## src/rtl/cic_pkg.sv

```systemverilog
// Shared CIC helpers: register width math and parameter limits.
// Used by the decimator and the planned interpolator.
package cic_pkg;

  localparam int N_MIN = 1;
  localparam int N_MAX = 6;
  localparam int R_MIN = 2;
  localparam int M_MIN = 1;
  localparam int M_MAX = 2;

  function automatic int clog2(input int v);
    int r;
    r = 0;
    for (int i = 0; i < 31; i++) begin
      if ((1 << i) < v) r = i + 1;
    end
    return r;
  endfunction

  // Hogenauer full-precision width, no pruning
  function automatic int cic_w(
    input int in_w,
    input int n,
    input int r,
    input int m
  );
    return in_w + n * clog2(r * m);
  endfunction

endpackage

```

## src/rtl/cic_comb_stage.sv

```systemverilog
// One CIC comb: M-deep delay line, subtractor, registered output.
// Advances only when the decimated strobe is high.
module cic_comb_stage
  import cic_pkg::*;
#(
  parameter int W       = 28,
  parameter int M_DELAY = 1
) (
  input  logic                i_CLK,
  input  logic                i_RST,
  input  logic                i_EN,
  input  logic signed [W-1:0] i_DATA,
  output logic signed [W-1:0] o_DATA
);

  logic signed [W-1:0] r_dly [M_DELAY];
  logic signed [W-1:0] r_out;

  always_ff @(posedge i_CLK) begin
    if (i_RST) begin
      for (int k = 0; k < M_DELAY; k++) begin
        r_dly[k] <= '0;
      end
      r_out <= '0;
    end else if (i_EN) begin
      r_dly[0] <= i_DATA;
      for (int k = 1; k < M_DELAY; k++) begin
        r_dly[k] <= r_dly[k-1];
      end
      r_out <= i_DATA - r_dly[M_DELAY-1];
    end
  end

  assign o_DATA = r_out;

endmodule

```

## src/rtl/cic_decimator_param.sv

```systemverilog
// N-stage CIC decimator, rate R, differential delay M.
// Full-precision modulo arithmetic; output is the MSB slice.
module cic_decimator_param
  import cic_pkg::*;
#(
  parameter int IN_W     = 16,
  parameter int OUT_W    = 16,
  parameter int N_STAGES = 3,
  parameter int R_RATE   = 16,
  parameter int M_DELAY  = 1
) (
  input  logic                    i_CLK,
  input  logic                    i_RST,
  input  logic                    i_VALID,
  input  logic signed [IN_W-1:0]  i_DATA,
  output logic                    o_VALID,
  output logic signed [OUT_W-1:0] o_DATA
);

  localparam int W  = cic_w(IN_W, N_STAGES, R_RATE, M_DELAY);
  localparam int CB = clog2(R_RATE);
  localparam int CW = (CB < 1) ? 1 : CB;
  localparam int SH = W - OUT_W;
  localparam logic [CW-1:0] LAST = CW'(R_RATE - 1);

  if (R_RATE < R_MIN) begin : g_bad_r
    $error("cic_decimator_param: R_RATE must be >= 2");
  end
  if (M_DELAY < M_MIN || M_DELAY > M_MAX) begin : g_bad_m
    $error("cic_decimator_param: M_DELAY must be 1 or 2");
  end
  if (N_STAGES < N_MIN || N_STAGES > N_MAX) begin : g_bad_n
    $error("cic_decimator_param: N_STAGES must be 1..6");
  end
  if (OUT_W > W) begin : g_bad_w
    $error("cic_decimator_param: OUT_W exceeds internal width");
  end

  logic signed [W-1:0] w_x;
  logic signed [W-1:0] r_int [N_STAGES];
  logic [CW-1:0]       r_cnt;
  logic                r_dec_stb;
  logic                r_cmb_stb;
  logic signed [W-1:0] r_c0;
  logic [N_STAGES:0][W-1:0] w_c;
  logic signed [W-1:0] w_last;

  assign w_x = {{(W-IN_W){i_DATA[IN_W-1]}}, i_DATA};

  // Integrator chain reads last-cycle values of the stage before
  always_ff @(posedge i_CLK) begin
    if (i_RST) begin
      for (int k = 0; k < N_STAGES; k++) begin
        r_int[k] <= '0;
      end
    end else if (i_VALID) begin
      r_int[0] <= r_int[0] + w_x;
      for (int k = 1; k < N_STAGES; k++) begin
        r_int[k] <= r_int[k] + r_int[k-1];
      end
    end
  end

  always_ff @(posedge i_CLK) begin
    if (i_RST) begin
      r_cnt     <= '0;
      r_dec_stb <= 1'b0;
    end else begin
      r_dec_stb <= 1'b0;
      if (i_VALID) begin
        if (r_cnt == LAST) begin
          r_cnt     <= '0;
          r_dec_stb <= 1'b1;
        end else begin
          r_cnt <= r_cnt + 1'b1;
        end
      end
    end
  end

  always_ff @(posedge i_CLK) begin
    if (i_RST) begin
      r_c0      <= '0;
      r_cmb_stb <= 1'b0;
    end else begin
      r_cmb_stb <= r_dec_stb;
      if (r_dec_stb) r_c0 <= r_int[N_STAGES-1];
    end
  end

  assign w_c[0] = r_c0;

  for (genvar k = 1; k <= N_STAGES; k++) begin : g_comb
    cic_comb_stage #(
      .W      (W),
      .M_DELAY(M_DELAY)
    ) u_comb (
      .i_CLK (i_CLK),
      .i_RST (i_RST),
      .i_EN  (r_dec_stb),
      .i_DATA($signed(w_c[k-1])),
      .o_DATA(w_c[k])
    );
  end

  assign w_last = $signed(w_c[N_STAGES]);

  // Combs settle on the strobe edge; publish their result one edge later
  always_ff @(posedge i_CLK) begin
    if (i_RST) begin
      o_VALID <= 1'b0;
      o_DATA  <= '0;
    end else begin
      o_VALID <= r_cmb_stb;
      if (r_cmb_stb) o_DATA <= OUT_W'(w_last >>> SH);
    end
  end

endmodule
```

## config.mk

```make
export PLATFORM = sky130hd
export DESIGN_NAME = cic_decimator_param
export DESIGN_NICKNAME = d
export VERILOG_FILES = /design/src/rtl/cic_pkg.sv /design/src/rtl/cic_comb_stage.sv /design/src/rtl/cic_decimator_param.sv
export SDC_FILE = /design/constraint.sdc
export NUM_CORES = 1
export LEC_CHECK = 0
export ABC_AREA = 1
export BUFFER_PORTS_ARGS = -buffer_cell sky130_fd_sc_hd__clkbuf_2
export CAP_MARGIN = 20
export CORE_ASPECT_RATIO = 1.1
export CORE_MARGIN = 4
export CORE_UTILIZATION = 58
export DETAILED_ROUTE_END_ITERATION = 10
export GPL_TIMING_DRIVEN = 0
export PLACE_DENSITY = 0.75
export SLEW_MARGIN = 20
export SYNTH_ARGS = -nofsm -noshare
export SYNTH_HDL_FRONTEND = slang
export SYNTH_SLANG_ARGS = --single-unit
```

## constraint.sdc

```tcl
create_clock -name i_CLK -period 2.8 [get_ports i_CLK]
set_clock_uncertainty 0.05 [all_clocks]
set_input_delay 0.14 -clock i_CLK [delete_from_list [all_inputs] [get_ports i_CLK]]
set_output_delay 0.14 -clock i_CLK [all_outputs]
set_load 0.02 [all_outputs]
```

* After elaboration in Yosys (flattened, before gate mapping)
Memories as Yosys holds them, arrays and structs flattened.
Index checks and enable logic that the tools add are counted.
W data, S select, Z words.
** Word-level totals
- Flip-flop bits (word level) :: 135
- Memory bits (writable) :: 168
- Output and inout bits :: 17
- Memories :: 4
** Memories
- r_int :: depth 3, bits a word 28, read ports 3, clocked after memory_dff 0, write ports 3, RTL line cic_decimator_param.sv:40 : logic signed [W-1:0] r_int [N_STAGES];
- g_comb[1].u_comb.r_dly :: depth 1, bits a word 28, read ports 1, clocked after memory_dff 0, write ports 1, RTL line cic_comb_stage.sv:16 : logic signed [W-1:0] r_dly [M_DELAY];
- g_comb[2].u_comb.r_dly :: depth 1, bits a word 28, read ports 1, clocked after memory_dff 0, write ports 1, RTL line cic_comb_stage.sv:16
- g_comb[3].u_comb.r_dly :: depth 1, bits a word 28, read ports 1, clocked after memory_dff 0, write ports 1, RTL line cic_comb_stage.sv:16
** Cells by class
- Add/sub/neg operators :: 7
- Equality and inequality tests :: 1
- Muxes and demuxes :: 19
- Bitwise logic cells :: 4
- Reduce and logical (&&, ||, !) cells :: 4
** Operators with widths (number)
- $mux W28 :: 6
- $reduce_or A28 Y1 :: 3
- $sub A28 B28 Y28 :: 3
- $add A28 B28 Y28 :: 2
- $add A28 B16 Y28 :: 1
- $mux W1 :: 12
- $add A4 B1 Y4 const B :: 1
- $eq A4 B4 Y1 const B :: 1
- $mux W4 :: 1
- $or A1 B1 Y1 :: 3
- $reduce_or A2 Y1 :: 1
- $not A1 Y1 :: 1

* Longest topological paths before layout
- Word-level depth :: 5
- Mapped depth :: 13
- Mapped depth without buffers :: 13

* Hierarchy
From an unflattened synthesis, not the netlist that was laid out.
** Second synthesis, totals
- Cell total of the unflattened synthesis :: 3610
- Area, all modules :: 22828.1 µm²
** By module, submodules not included
- cic_comb_stage :: times used 3, cells each 650, area an instance 4075.2 µm², sequential area each 1401.3 µm²
- cic_decimator_param :: times used 1, cells each 1660, area an instance 10602.7 µm², sequential area each 3543.4 µm²

* Worst setup path before layout
OpenSTA, ideal clock, no wires.
- Path kind :: input-to-reg
- Start :: input port i_RST
- End :: memory r_int[0][0] (enable)
- Setup time :: 826 ps
- Arrival :: 1847 ps
- Required time :: 1924 ps
- Setup slack :: 77 ps
- Stages :: 3
- Path through :: inv_1 > buf_1 > nand2_1
** RTL lines
- from (decl) :: RTL line cic_decimator_param.sv:13 : input logic i_RST,
- to (decl) :: RTL line cic_decimator_param.sv:40

==> reports/metrics.yaml <==
layout:
  diodes: 0
  final_common_cell: "nand2_1"
  drive_gt1_frac: 0.0415
  final_nets: 3486
  final_cell_mix: "nand2_1 (1002), inv_1 (571), nor2_1 (404)"
  area_growth_pct: 9.60
die:
  initial_utilization: 0.587
  core_sq_um: 36200
  dieArea_sq_um: 39700
  die_x_microns: 190
  ios: 36
  rows: 73
  chipHeight_microns: 209
synth:
  async_reset_ff_frac: 0
  synth_edf_count: 168
  ys_ff_latch: 291
  ys_types: 36
  synth_flop_cell: "edfxtp_1"
  synth_fp_nets: 3409
  syn-cell-area_sq_um: 21200
  seq_area_frac_synth: 0.354
  avgSynthCellArea_sq_um: 6.58
  synthCells: 3223
  ys_warn_count: 0
global_route:
  grt_max_degree: 56
  grt_first_pass_wirelength_microns: 97200
  antenna_found_initial: 0
  grt_pass1_vias: 18800
  track_usage: 0.305
  grt_overflow: 0
setup_path:
  cp_cell_sequence: "ha_1 > fa_1 > nand2_1 > nand3_1 > nand2_1 > inv_1 > nand2_1 > nand2_2 > nand2_1 > nand3_1 > nor2_1 > nor2_1"
  crit_arrival_ns: 2.84
  crit_path_top_delay_cell: "edfxtp_1"
  crit_required_ns: 3.06
  cpPeakStageDelay_ns: 0.53
  endpoint_kind: "flop"
  worstSetupPathType: "flop to flop"
  worst-path-max-fanout: 5
  cpMostUsedCell: "nand2_1"
  r2r_setup_slack_ns: 0.22
  start_kind: "flop"
job:
  drv_cap: 0
clock_network:
  clk_path_buf_depth: 3
  cts_num_sinks: 291
  cts_buffers: 35
  post_cts_buffers: 0
  cts_tree: "done"
  clk_latency_ns: 0.56
  cts_root_buf: "clkbuf_16"
  clk_pin_slew_ns: 0.06
  htreeDepth: 2
timing:
  fin_crit_sh: 0.922
  tightestPinTransition_ns: 0.818
  maxSlewViolCount: 0
  min_period_ns: 2.58
  hold_ws_ns: 0.0602
  finalHoldViolCount: 0
  slew_headroom: 0.455
  fmax_mhz: 387
  setup_tns_ns: 0
  setup_viol: 0
  rsz0062_at_grt: "no"
route:
  drt_wl_total_microns: 61600
  ant_nets: 0
  drt-initial-drc-count: 1680
  num_vias: 20200
  drc: 0
  drt-vias-per-instance: 5.31
  drtPass1Iterations: 8
  wl_per_cell_microns: 16.2
pwr:
  p_leak_nw: 11.7
  power.density_nw_per_um2: 496
  max-vdd-ir-drop_v: 0.000602
placement:
  place_hpwl_microns: 48700
  place_congestion: 1.01
  io_buffer_count: 35
status:
  status: "finished, final reports clean"
min_path:
  hp-class: "input pin to flop"
## per-layer routing
| metal | GRT usage | part of all wire | routed length (microns) | vias up |
|---|---|---|---|---|
| met2 | 0.516 | 0.46 | 28600 | 633 |
| met5 | 0 | 0 | 0 | - |
| met4 | 0.121 | 0.045 | 2750 | 0 |
| met1 | 0.399 | 0.44 | 26900 | 9056 |
| met3 | 0.0374 | 0.055 | 3360 | 132 |
| li1 | - | - | - | 10400 |
## report_power, final
part / internal, W / switching, W / total [W]
logic: 0.000615 / 0.00134 / 0.00196
registers: 0.00473 / 0.000191 / 0.00492
clock network: 0.00275 / 0.00191 / 0.00466
total: 0.00809 / 0.00345 / 0.0115
## Yosys cell counts (2+ instances only)
cell type / number / area share
nand2_1: 1003 / 0.18
inv_1: 571 / 0.10
nor2_1: 404 / 0.071
a21oi_1: 207 / 0.049
nand3_1: 190 / 0.045
o21ai_0: 181 / 0.043
edfxtp_1: 168 / 0.24
ha_1: 162 / 0.096
dfxtp_1: 123 / 0.12
nor3_1: 31 / 0.0073
nand4_1: 26 / 0.0077
clkbuf_1: 23 / 0.0041
o21bai_1: 18 / 0.0064
buf_2: 15 / 0.0035
and2_1: 13 / 0.0038
o21a_1: 12 / 0.0042
o22ai_1: 10 / 0.0029
nand2_2: 8 / 0.0024
nor2_2: 8 / 0.0024
nand3b_1: 6 / 0.0021
fa_1: 5 / 0.0047
o21ai_1: 5 / 0.0012
inv_2: 4 / 0.00071
nor3_2: 4 / 0.0019
xor2_1: 4 / 0.0017
a21boi_0: 3 / 0.0011
and3_1: 3 / 0.00088
or2_0: 3 / 0.00088
xnor2_1: 3 / 0.0012
a21oi_2: 2 / 0.00083
buf_1: 2 / 0.00035
nand3_2: 2 / 0.00094
## logic make-up (layout without fill, tap and decap cells)
family | Yosys count | count (layout) | share of synthesized area
flip-flops | 291 | 291 | 0.354
adder cells (fa/ha/maj) | 167 | 167 | 0.100
XOR/XNOR | 7 | 7 | 0.00289
AND/OR/NAND/NOR | 1702 | 1702 | 0.324
AO/OA/AOI/OAI | 439 | 439 | 0.108
buffers and inverters | 617 | 720 | 0.110
## state kept, by name, summed over array words and instances (netlist names)
| name | cells |
|---|---|
| r_cnt | 4 |
| o_DATA | 16 |
| o_VALID | 1 |
| r_int | 84 |
| r_dec_stb | 1 |
| g_comb.u_comb.o_DATA | 72 |
| r_cmb_stb | 1 |
| g_comb.u_comb.r_dly | 84 |
| r_c0 | 28 |
## worst paths after layout
check	start	to	depth (start not counted)
setup / recovery	r_int[0][56]	r_int[0][80]	12
hold / removal	i_DATA[5]	r_int[0][5]	3
setup reg to reg	r_int[0][56]	r_int[0][80]	12
hold reg to reg	g_comb[3].u_comb.o_DATA[27]	g_comb[3].u_comb.o_DATA[27]	2
## critical path, delay by kind of cell (launching register included)
kind          cells  cell delay (ns)
simple gates      9             0.92
fa+ha+maj         2             0.76
flops             1             0.53
buf+inv           1             0.08
## timing repair
item / in CTS / in global routing
hold endpoints to repair: 6 / 0
hold buffers: 3 / 0
gates resized for setup: 0 / 0
## through the flow
step	area, sq um	utilization	std cells	setup slack, ns	total power (W)
after floorplan	21200	-	3223	0.0773	0.00634
after global placement	22000	0.608	3745	-1.29	0.00688
after detailed placement	22100	0.610	3747	0.308	0.00692
after CTS	23300	0.643	3813	0.298	0.0116
after global routing	23300	0.643	3813	0.130	0.0120
final	23300	0.643	3813	0.219	0.0115
## final cells by class
type                    instances  area [sq um]
fillers                      3396         12900
multi-input cells            2315         11400
flip-flops and latches        291          7510
inverters                     576          2160
clock buffers                  45          1010
well taps                     487           609
repair buffers                 40           253
plain buffers                  41           186
clock inverters                18           153
No activity file was read; power rests on OpenSTA's default activity.
